File: config.mk
export PLATFORM = sky130hd
export DESIGN_NAME = bram_burst_intf
export DESIGN_NICKNAME = d
export VERILOG_FILES = /design/src/rtl/bram_burst_intf.sv
export SDC_FILE = /design/constraint.sdc
export NUM_CORES = 1
export LEC_CHECK = 0
export CORE_UTILIZATION = 43
export DETAILED_ROUTE_END_ITERATION = 6
export GPL_ROUTABILITY_DRIVEN = 1
export PLACE_DENSITY = 0.73
export SETUP_SLACK_MARGIN = 0.02
export SKIP_LAST_GASP = 1
export SLEW_MARGIN = 20
export SYNTH_ARGS = -nofsm -noshare
export SYNTH_HDL_FRONTEND = slang
export SYNTH_SLANG_ARGS = --single-unit
export TNS_END_PERCENT = 50
File: constraint.sdc
create_clock -name clk -period 2.9 [get_ports clk]
set_clock_uncertainty 0.15 [all_clocks]
set_input_delay 0.87 -clock clk [delete_from_list [all_inputs] [get_ports clk]]
set_output_delay 0.87 -clock clk [all_outputs]
set_load 0.02 [all_outputs]
File: src/rtl/bram_burst_intf.sv
// bram_burst_intf: burst read front-end for a synchronous BRAM.
// A request (start address, length) is turned into one BRAM read per cycle.
// The reads travel through a READ_LATENCY-deep tag pipeline and land in a
// skid FIFO whose head is a registered valid/ready stream stage.
// A credit counter (FIFO_DEPTH = READ_LATENCY+2) limits in-flight plus
// buffered words, so backpressure never loses data.
//
// Ports:
//   clk, rst (async, active-low)
//   req_addr/req_len/req_valid/req_ready : burst request (ready only in IDLE)
//   bram_addr/bram_en/bram_dout          : BRAM read port
//   data_out/data_valid/data_ready/data_last : output stream
//   busy : request accepted and not yet fully delivered
//   err  : one-cycle pulse on a rejected request
//
// Build option: BRAM_INTF_WRAP_EN lets bursts wrap past BRAM_DEPTH-1 to 0.
// Without it, bursts crossing the end of the BRAM are rejected.
module bram_burst_intf #(
  parameter int unsigned DATA_WIDTH   = 16,
  parameter int unsigned BRAM_DEPTH   = 1024,
  parameter int unsigned READ_LATENCY = 2,
  parameter int unsigned MAX_BURST    = 256,
  parameter int unsigned ADDR_WIDTH   = $clog2(BRAM_DEPTH),
  parameter int unsigned LEN_WIDTH    = $clog2(MAX_BURST + 1)
) (
  input  logic                  clk,
  input  logic                  rst,
  input  logic [ADDR_WIDTH-1:0] req_addr,
  input  logic [LEN_WIDTH-1:0]  req_len,
  input  logic                  req_valid,
  output logic                  req_ready,
  output logic [ADDR_WIDTH-1:0] bram_addr,
  output logic                  bram_en,
  input  logic [DATA_WIDTH-1:0] bram_dout,
  output logic [DATA_WIDTH-1:0] data_out,
  output logic                  data_valid,
  input  logic                  data_ready,
  output logic                  data_last,
  output logic                  busy,
  output logic                  err
);

  localparam int unsigned FIFO_DEPTH = READ_LATENCY + 2;
  localparam int unsigned CRED_W     = $clog2(FIFO_DEPTH + 1);
  localparam int unsigned PTR_W      = $clog2(FIFO_DEPTH);
  localparam int unsigned SUM_W      = ((ADDR_WIDTH > LEN_WIDTH) ? ADDR_WIDTH : LEN_WIDTH) + 1;

  typedef enum logic [1:0] {S_IDLE, S_ISSUE, S_DRAIN} state_t;

  typedef struct packed {
    logic                  last;
    logic [DATA_WIDTH-1:0] data;
  } entry_t;

  state_t                  state_q, state_d;
  logic [ADDR_WIDTH-1:0]   addr_q;
  logic [LEN_WIDTH-1:0]    rem_q;
  logic [CRED_W-1:0]       credits_q;
  logic [CRED_W-1:0]       cred_nxt_c;
  logic                    bram_last_q;
  logic [READ_LATENCY-1:0] sr_v;
  logic [READ_LATENCY-1:0] sr_l;

  entry_t                  mem [FIFO_DEPTH];
  logic [PTR_W-1:0]        wr_ptr, rd_ptr;
  logic [CRED_W-1:0]       mem_cnt;
  entry_t                  out_q;

  logic accept_c, reject_c, issue_c, bad_c, len_bad_c;
  logic pop_c, push_c, load_c, from_mem_c, direct_c, wr_c;
  entry_t push_entry_c;
`ifndef BRAM_INTF_WRAP_EN
  logic range_bad_c;
`endif

  function automatic logic [PTR_W-1:0] ptr_inc(input logic [PTR_W-1:0] p);
    return (p == PTR_W'(FIFO_DEPTH - 1)) ? '0 : p + PTR_W'(1);
  endfunction

  // Stream / FIFO handshake decode
  assign pop_c        = data_valid & data_ready;
  assign push_c       = sr_v[READ_LATENCY-1];
  assign push_entry_c = '{last: sr_l[READ_LATENCY-1], data: bram_dout};
  assign load_c       = !data_valid || pop_c;
  assign from_mem_c   = load_c && (mem_cnt != '0);
  assign direct_c     = load_c && (mem_cnt == '0) && push_c;
  assign wr_c         = push_c && !direct_c;
  assign data_out     = out_q.data;
  assign data_last    = out_q.last;

  // Credits as they will stand after this edge; an issue needs one left over.
  assign cred_nxt_c = credits_q - CRED_W'(bram_en) + CRED_W'(pop_c);

  // FSM state register
  always_ff @(posedge clk or negedge rst) begin
    if (!rst) state_q <= S_IDLE;
    else      state_q <= state_d;
  end

  // Next state and control decode
  always_comb begin
    state_d   = state_q;
    accept_c  = 1'b0;
    reject_c  = 1'b0;
    issue_c   = 1'b0;
    len_bad_c = (req_len == '0) || (req_len > LEN_WIDTH'(MAX_BURST));
`ifdef BRAM_INTF_WRAP_EN
    bad_c = len_bad_c;
`else
    range_bad_c = (SUM_W'(req_addr) + SUM_W'(req_len)) > SUM_W'(BRAM_DEPTH);
    bad_c       = len_bad_c || range_bad_c;
`endif
    case (state_q)
      S_IDLE: begin
        if (req_valid && req_ready) begin
          if (bad_c) begin
            reject_c = 1'b1;
          end else begin
            accept_c = 1'b1;
            state_d  = S_ISSUE;
          end
        end
      end
      S_ISSUE: begin
        if ((rem_q != '0) && (cred_nxt_c != '0)) begin
          issue_c = 1'b1;
          if (rem_q == LEN_WIDTH'(1)) state_d = S_DRAIN;
        end
      end
      S_DRAIN: begin
        // The last-tagged word is always the final one out of the FIFO.
        if (pop_c && data_last) state_d = S_IDLE;
      end
      default: state_d = S_IDLE;
    endcase
  end

  // Request, issue, credit and in-flight tag registers
  always_ff @(posedge clk or negedge rst) begin
    if (!rst) begin
      req_ready   <= 1'b1;
      busy        <= 1'b0;
      err         <= 1'b0;
      addr_q      <= '0;
      rem_q       <= '0;
      bram_en     <= 1'b0;
      bram_addr   <= '0;
      bram_last_q <= 1'b0;
      credits_q   <= CRED_W'(FIFO_DEPTH);
      sr_v        <= '0;
      sr_l        <= '0;
    end else begin
      req_ready   <= (state_d == S_IDLE);
      busy        <= (state_d != S_IDLE);
      err         <= reject_c;
      credits_q   <= cred_nxt_c;
      bram_en     <= issue_c;
      bram_last_q <= issue_c && (rem_q == LEN_WIDTH'(1));
      if (accept_c) begin
        addr_q <= req_addr;
        rem_q  <= req_len;
      end else if (issue_c) begin
        bram_addr <= addr_q;
        addr_q    <= (addr_q == ADDR_WIDTH'(BRAM_DEPTH - 1)) ? '0 : addr_q + ADDR_WIDTH'(1);
        rem_q     <= rem_q - LEN_WIDTH'(1);
      end
      // Tag enters on the edge the BRAM samples bram_en, emerges with its data.
      sr_v[0] <= bram_en;
      sr_l[0] <= bram_last_q;
      for (int i = 1; i < int'(READ_LATENCY); i++) begin
        sr_v[i] <= sr_v[i-1];
        sr_l[i] <= sr_l[i-1];
      end
    end
  end

  // FIFO storage; contents are don't-care until written
  always_ff @(posedge clk) begin
    if (wr_c) mem[wr_ptr] <= push_entry_c;
  end

  // FIFO pointers and registered output stage
  always_ff @(posedge clk or negedge rst) begin
    if (!rst) begin
      wr_ptr     <= '0;
      rd_ptr     <= '0;
      mem_cnt    <= '0;
      out_q      <= '0;
      data_valid <= 1'b0;
    end else begin
      if (wr_c) wr_ptr <= ptr_inc(wr_ptr);
      if (from_mem_c) begin
        out_q      <= mem[rd_ptr];
        rd_ptr     <= ptr_inc(rd_ptr);
        data_valid <= 1'b1;
      end else if (direct_c) begin
        out_q      <= push_entry_c;
        data_valid <= 1'b1;
      end else if (load_c) begin
        out_q      <= '0;
        data_valid <= 1'b0;
      end
      mem_cnt <= mem_cnt + CRED_W'(wr_c) - CRED_W'(from_mem_c);
    end
  end

endmodule
After elaboration in Yosys (flattened, before gate mapping) --
Memory sizes are Yosys's and may differ from the RTL's. Index checks and enable logic that the tools add are counted.
Word-level totals: flip-flop bits (word level) 68, memory bits (writable) 68, input bits 39, output and inout bits 32, memories 1
Memory list:
- mem | depth 4, width 17, rd ports 1, clocked after Yosys merged registers in 0, write ports 1, line 64 | entry_t mem [FIFO_DEPTH];
Cells by class: add/sub/neg operators 9, order comparisons 2, equality and inequality tests 6, muxes and demuxes 29, bitwise logic cells 2, reduce and logical (&&, ||, !) cells 24
Operators by type and width (count):
- 2-to-1 mux 17 bit | 3
- 2-to-1 mux 10 bit | 3
- 2-to-1 mux 9 bit | 2
- 2-to-1 mux 2 bit | 7
- 2-to-1 mux 1 bit | 13
- adder 10 x 9 -> 11 bit | 1
- greater-than comparator 11 bit, second input constant | 1
- adder 10 x 1 -> 10 bit, second input constant | 1
- == test 10 bit, second input constant | 1
- == test 9 x 1 -> 1 bit, second input constant | 1
- greater-than comparator 9 bit, second input constant | 1
- logical NOT 9 bit | 1
- nonzero test 3 bit | 3
- nonzero test 9 bit | 1
- subtractor 9 x 1 -> 9 bit, second input constant | 1
- logical AND 1 bit | 8
- adder 3 x 1 -> 3 bit | 2
- == test 2 bit, second input constant | 3
- case mux 2 bit (3 select lines) | 1
- subtractor 3 x 1 -> 3 bit | 2
- adder 2 x 1 -> 2 bit, second input constant | 2
- logical NOT 2 bit | 2
- nonzero test 2 bit | 2
- logical NOT 3 bit | 1
- other kinds (6) | 9

Longest topological paths before layout --
Gate-level depths: netlist of the first run.
word-level depth 8, depth in mapped cells 16

Worst setup path after synthesis of the first run --
OpenSTA, ideal clock, no wires.
path kind input port to flip-flop, from input port req_addr[0], to register addr_q[0], setup time 0.125 ns, arrival time 3.255 ns, required time 2.625 ns, slack -0.629 ns, stages 11, buffers on the path 1, path through ha_1 -> inv_1 -> fa_1 -> nor2b_1 -> nor3_1 -> a211o_1 -> or4_4 -> o221ai_2 -> and2_1 -> buf_6 -> mux2_2
Between the ends: word-level cells in the longest chain between the ends 7, elaborated cells between the ends (all ways) 8, those cells by class 1 x add/sub; 1 x order compare; 4 x mux; 2 x reduce/logical
RTL lines:
- from (decl) | line 28 | input logic [ADDR_WIDTH-1:0] req_addr,
- adder 10 x 9 -> 11 bit | line 110 | range_bad_c = (SUM_W'(req_addr) + SUM_W'(req_len)) > SUM_W'(BRAM_DEPTH);
- greater-than comparator 11 bit | line 110
- logical OR 1 bit | line 111 | bad_c = len_bad_c || range_bad_c;
- 2-to-1 mux 1 bit | line 116 | if (bad_c) begin
- 2-to-1 mux 1 bit | line 115 | if (req_valid && req_ready) begin
- 2-to-1 mux 1 bit | line 113 | case (state_q)
- 2-to-1 mux 10 bit / nonzero test 2 bit (equally long branches)
- to (signal assigned) | line 160 | addr_q <= req_addr;
- to (signal assigned) | line 164 | addr_q <= (addr_q == ADDR_WIDTH'(BRAM_DEPTH - 1)) ? '0 : addr_q + ADDR_WIDTH'(1);
- to (decl) | line 56 | logic [ADDR_WIDTH-1:0] addr_q;
Parallel ways exist; a longest one is shown, timed or not. A chain may end at the register's enable or synchronous reset.

Final worst setup path of the first run --
from input port req_addr[5], to register rem_q[4]
Between the ends: word-level cells in the longest chain between the ends 7, elaborated cells between the ends (all ways) 8, those cells by class 1 x add/sub; 1 x order compare; 4 x mux; 2 x reduce/logical
RTL lines:
- adder 10 x 9 -> 11 bit * | line 110
- greater-than comparator 11 bit * | line 110
- logical OR 1 bit * | line 111
- 2-to-1 mux 1 bit * | line 116
- 2-to-1 mux 1 bit * | line 115
- 2-to-1 mux 1 bit * | line 113
- 2-to-1 mux 9 bit / nonzero test 2 bit (equally long branches)
- to (signal assigned) | line 161 | rem_q <= req_len;
- to (signal assigned) | line 165 | rem_q <= rem_q - LEN_WIDTH'(1);
- to (decl) | line 57 | logic [LEN_WIDTH-1:0] rem_q;
Every way passes the cells marked *; elsewhere a longest branch is shown, timed or not.

==> results of run 1 <==
-- cells in the final DEF (no fill, tap or decap), drive strengths merged, types with 5 or more instances in the layout --
| master | n |
|---|---|
| and3 | 18 |
| o21ai | 37 |
| edfxtp | 68 |
| clkdlybuf4s15 | 5 |
| a21oi | 27 |
| clkinv | 6 |
| clkbuf | 19 |
| nor2 | 18 |
| dfrtp | 66 |
| ha | 21 |
| and2 | 6 |
| buf | 92 |
| a221o | 5 |
| clkdlybuf4s50 | 54 |
| inv | 28 |
| nand2 | 63 |
| xnor2 | 8 |
| nor3 | 9 |
| xor2 | 5 |
| mux2 | 9 |
| mux4 | 17 |
| nand3 | 12 |
-- final timing paths --
check | end | slack (ps) | depth (start not counted)
min in group asynchronous | state_q[1] | 330 | 2
max in group asynchronous | credits_q[2] | 1950 | 2
worst min-delay path | sr_l[0] | 200 | 0
worst min register to register | sr_l[0] | 200 | 0
worst max-delay path | rem_q[4] | -280 | 13
worst max register to register | addr_q[8] | -80 | 14
-- per-layer routing --
metal  track usage, %  routed length [um]
met1            24.54                5772
met2            39.33                8292
met3            3.346                 706
met4            9.985                 385
met5                0                   0
-- worst reg2reg max path, delay by kind of cell, from the launching register on --
kind / cells / cell delay, ps
fa+ha+maj: 3 / 820
mux: 1 / 270
flops: 1 / 440
xor+xnor: 1 / 160
simple gates: 4 / 620
buf+inv: 5 / 380
-- repair_timing --
action                                  4_1_cts  5_1_grt
pin swaps                                    29       16
gates cloned                                  2        0
endpoints found under the hold margin         0        0
endpoints found under the setup margin       37       33
buffers inserted                             22        3
resized for setup                            91       16
-- sequential cells by signal (all words and copies together), names as in the netlist, 2 cells and up --
name and count:
sr_v 2, credits_q 3, bram_addr 10, addr_q 10, wr_ptr 2, mem_cnt 3, sr_l 2, data_out 16
state_q 2, mem 68, rd_ptr 2, rem_q 9
-- cells by family after synthesis --
family,synth area share [%]
flops,60.01
fa+ha+maj,5.171
compound gates,10.24
buf+inv,2.966
simple gates,11.87
xor+xnor,1.824
mux,7.918
-- power groups by stage --
| stage | sequential (mW) | combinational, mW | clock (mW) |
|---|---|---|---|
| 2_1_floorplan | 3.34 | 2.31 | 0 |
| 3_3_place_gp | 3.23 | 3.62 | 0 |
| 3_5_place_dp | 3.27 | 3.75 | 0 |
| 4_1_cts | 3.25 | 4.36 | 2.30 |
| 5_1_grt | 3.33 | 4.85 | 2.38 |
| 6_report | 3.26 | 4.47 | 2.26 |
-- metrics by stage --
stage	utilization [%]	hold slack, ps	setup slack [ps]	power, mW	instance area, um^2
6_report	62.43	203.0	-283.1	9.989	8767
4_1_cts	61.98	202.9	-165.0	9.908	8703
5_1_grt	62.43	204.8	-336.8	10.56	8767
3_5_place_dp	54.85	189.7	-1219	7.021	7702
3_3_place_gp	54.85	184.7	-1149	6.852	7702
2_1_floorplan	-	181.2	-491.5	5.651	6416
-- cell type report --
class	count	area, um^2
Clock buffer	18	429.2
Timing Repair Buffer	155	1433
Tap cell	180	225.2
Fill cell	1014	5275
Timing Repair inverter	1	6.256
Sequential cell	136	3746
Multi-Input combinational cell	316	2639
Clock inverter	14	195.2
Inverter	23	93.84
==> flow_summary.json, run 1 <==
{
  "max_freq_mhz": 314.2,
  "critical_path_class": "in -> reg",
  "drc": 0,
  "syn_area_um2": 6242,
  "drt_iter0_drc": 448,
  "synth_common_cells": "edfxtp_1, dfrtp_1, nand2_1, o21ai_0, a21oi_1",
  "critPathMaxFanout": 3,
  "diodes": 0,
  "wl_um": 15160,
  "clk_latency_ps": 410,
  "slew_headroom_pct": 39.96,
  "fin_cells": 843,
  "slowest_delay_ps": 370,
  "synth_cell_type_count": 58,
  "cts_buffers": 17,
  "wl_per_cell_um": 17.98,
  "drive_gt1_share_pct": 31.52,
  "ios": 71,
  "via_per_inst": 5.593,
  "vias": 4715,
  "pwr-share-comb_pct": 44.8,
  "worst_slack_ps": -283.1,
  "pwr-share-clk_pct": 22.6,
  "synthFlopType": "edfxtp_1",
  "die_h_um": 122.5,
  "async_flop_share_pct": 50.00,
  "critPathCaptureType": "register",
  "crit_top_cell": "buf_6",
  "post-route-period-util_pct": 109.8,
  "failed_checks": "setup timing",
  "num_rows": 43,
  "cts_tree": "done",
  "synth-edff-count": 68,
  "p_per_area_nw_per_um2": 1139,
  "area_growth_pct": 40.45,
  "synth_area_leader_cell": "edfxtp_1",
  "cts_max_level": 4,
  "period_needed_ps": 3183,
  "fp.coreArea_um2": 14040,
  "crit_start": "req_addr[5]",
  "grtUsageTotal_pct": 21.53,
  "start_kind": "primary input",
  "min-delay-start": "bram_last_q",
  "port_buffers": 70,
  "path_clk_slew_ps": 60,
  "die_area_um2": 15000,
  "path_buf_inv": 4,
  "grt_pass1_vias": 4884,
  "grt_pass1_wl_um": 24320,
  "maxCapViolCount": 0,
  "leakage_nw": 3.588,
  "cpLargestDelayFamily": "compound AO/OA/AOI/OAI gates",
  "antenna_found_initial": 0,
  "ir_drop_mv": 0.5324,
  "avgSynthCellArea_um2": 12.64,
  "final_hold_viol_count": 0,
  "drv_slew": 0,
  "crit_slowest_cell": "a221o_1",
  "grt_max_degree": 69,
  "gp_congestion": 0.8824,
  "hold_buffers": 0,
  "internal_power_mw": 6.512,
  "ys_ff_latch": 136,
  "setup_viol": 21,
  "antenna_left": 0,
  "synth_area_leaders": "edfxtp_1, dfrtp_1, mux4_2",
  "clkSinkCount": 136,
  "outcome": "finished, violations left",
  "cp.required_ps": 3030,
  "clk_path_buf_depth": 2,
  "ys_seq_area_share_pct": 60.01,
  "r2r-start": "data_valid",
  "synth_most_common_cell": "edfxtp_1",
  "p_sw_mw": 3.476,
  "tightest_slew_ps": 900.6,
  "hold_path_class": "reg -> reg",
  "sw_frac_of_total_pct": 34.80,
  "p_seq_share_pct": 32.6,
  "layout.nets": 713,
  "tns_ps": -2964,
  "rsz0062_at_grt": "yes",
  "grt-ovfl-total": 0,
  "die_w_um": 122.5,
  "syn-instance-count": 494,
  "dr.pass1.iters": 5,
  "path_cells": "clkdlybuf4s15_1 > ha_4 > buf_4 > o21a_1 > o31ai_1 > a21o_1 > a21oi_2 > o21ai_2 > o221ai_4 > buf_6 > nor3b_4 > buf_6 > a221o_1",
  "dp_cells": 784,
  "post-dp-hpwl_um": 9459,
  "root_buffer": "clkbuf_16",
  "initial_utilization_pct": 44.45,
  "yosys_warnings": 0,
  "synth_fp_nets": 557,
  "netlist.area_leader.share_pct": 32.71,
  "cp.arrival_ps": 3310
}
No activity file was read; power rests on OpenSTA's default activity.
==> run 2, diff against run 1 <==
Settings changed: CORE_MARGIN set to 5.
==> run 2 against run 1 <==
Effect of this change: the run still ends with setup timing left; first-iteration DRC count shrank 29%; die area grew 13%; largest power group unchanged; combinational power fell by 4%; worst hold slack better by 7.3 ps; critical path depth decreased by 1.
==> flow_summary.json, run 2 (synthesized netlist as in run 1, its figures left out) <==
{
  "initial_utilization_pct": 43.44,
  "r2r_slack_ps": -30,
  "r2r-end": "addr_q[7]",
  "post-route-period-util_pct": 106.6,
  "num_rows": 44,
  "largest_reg_flops": 68,
  "utilization_pct": 60.76,
  "area_growth_pct": 39.87,
  "die_h_um": 130.5,
  "clkSinkCount": 136,
  "min-delay-start": "sr_v[0]",
  "final_cell_mix": "buf_4, edfxtp_1, dfrtp_1",
  "drv_slew": 0,
  "cp.required_ps": 3040,
  "drc": 0,
  "hold_end": "sr_v[1]",
  "wl_um": 14510,
  "die_w_um": 130.5,
  "ir_drop_mv": 0.6112,
  "leakage_nw": 3.543,
  "start_kind": "primary input",
  "gp_congestion": 0.9046,
  "path_clk_slew_ps": 60,
  "cts_buffers": 17,
  "wl_per_cell_um": 17.17,
  "layout.nets": 712,
  "rsz0062_at_grt": "yes",
  "path_cells": "buf_8 > ha_4 > inv_2 > fa_2 > nor2b_4 > nor3_2 > a211o_1 > or4_4 > buf_6 > o21ai_4 > o211ai_1 > a221o_1",
  "grt-ovfl-total": 0,
  "cpLargestDelayFamily": "compound AO/OA/AOI/OAI gates",
  "final_hold_viol_count": 0,
  "worstHoldPathCells": 0,
  "cp.arrival_ps": 3230,
  "layout_commonest_cell": "buf_4",
  "path_buf_inv": 3,
  "critical_path_class": "in -> reg",
  "r2r-start": "data_valid",
  "slowest_delay_ps": 510,
  "root_buffer": "clkbuf_16",
  "post-dp-hpwl_um": 9886,
  "port_buffers": 70,
  "setup_viol": 22,
  "drt_iter0_drc": 318,
  "grt_pass1_wl_um": 23690,
  "largest-register": "mem",
  "nFillCells": 1084,
  "hold_path_class": "reg -> reg",
  "maxCapViolCount": 0,
  "p_per_area_nw_per_um2": 1097,
  "slew_headroom_pct": 42.99,
  "cts_tree": "done",
  "crit_slowest_cell": "or4_4",
  "fp.coreArea_um2": 14370,
  "cts_max_level": 4,
  "clk_path_buf_depth": 2,
  "vias": 4474,
  "via_per_inst": 5.295,
  "antenna_left": 0,
  "max_freq_mhz": 323.4,
  "antenna_found_initial": 0,
  "clk_latency_ps": 410,
  "period_needed_ps": 3092,
  "grt_max_degree": 69,
  "worst-r2r-cell-count": 14,
  "failed_checks": "setup timing",
  "critPathMaxFanout": 5,
  "dp_worst_setup_slack_ps": -1214,
  "worst_slack_ps": -192.4,
  "tightest_slew_ps": 855.2,
  "ios": 71,
  "diodes": 0,
  "drive_gt1_share_pct": 31.92,
  "grtUsageTotal_pct": 17.94,
  "grt_pass1_vias": 4926,
  "die_area_um2": 17030,
  "dr.pass1.iters": 4,
  "outcome": "finished, violations left",
  "critPathCaptureType": "register"
}
## run 2: cell types whose count changed in the layout (fill, tap and decap cells not counted), sizes merged
| cell | change |
|---|---|
| clkinv | -3 |
| inv | -1 |
| clkinvlp | +5 |
| bufinv | -3 |
| clkdlybuf4s15 | -1 |
| buf | +1 |
## run 2: area by class of cell
type,instances,area (um^2),share of cell area (%)
flip-flops and latches,136,3746,42.91
multi-input cells,316,2661,30.48
repair buffers,155,1439,16.48
clock buffers,18,439.2,5.030
well taps,184,230.2,2.637
clock inverters,13,121.4,1.390
inverters,23,93.84,1.075
## run 2: timing repair
| item | CTS | global route |
|---|---|---|
| endpoints found under the setup margin | 38 | 33 |
| hold buffers | 0 | 0 |
| pin swaps | 28 | 11 |
| gates cloned | 1 | 0 |
| gates resized for setup | 104 | 7 |
| setup buffers | 15 | 0 |
## run 2: metrics by stage
step	instance area [um^2]	std cells	TNS, ps	total power, mW	hold WS [ps]
2_1_floorplan	6416	494	-10940	5.651	181.2
3_3_place_gp	7802	799	-35760	7.002	181.2
3_5_place_dp	7802	799	-37600	7.121	190.2
4_1_cts	8711	845	-2560	9.603	208.4
5_1_grt	8731	845	-4572	10.18	215.2
6_report	8731	845	-3107	9.575	210.3
## run 2: per-layer routing
layer | vias to the layer above | part of all wire [%] | track usage, %
met5 | - | 0 | 0
met2 | 107 | 53 | 32.66
met4 | 0 | 2.8 | 8.106
li1 | 2137 | - | -
met1 | 2198 | 40 | 20.31
met3 | 32 | 3.9 | 3.496
## run 2: where the power goes
part | total (mW) | switching [mW] | internal (mW)
Sequential | 3.24 | 0.493 | 2.75
Combinational | 4.31 | 2.06 | 2.25
Clock | 2.02 | 0.817 | 1.20
Total | 9.57 | 3.38 | 6.20
## run 2: worst max-delay path by stage
stage                           start         to  slack, ps  cells past startpoint
after detailed placement   data_ready  addr_q[5]      -1210                     15
after floorplan           req_addr[0]  addr_q[1]       -490                     13
after global placement     req_len[0]   rem_q[6]      -1170                     13
final                      req_len[0]   rem_q[2]       -190                     12
after global routing       req_len[0]   rem_q[2]       -250                     13
after CTS                  req_len[0]  addr_q[5]       -170                     11
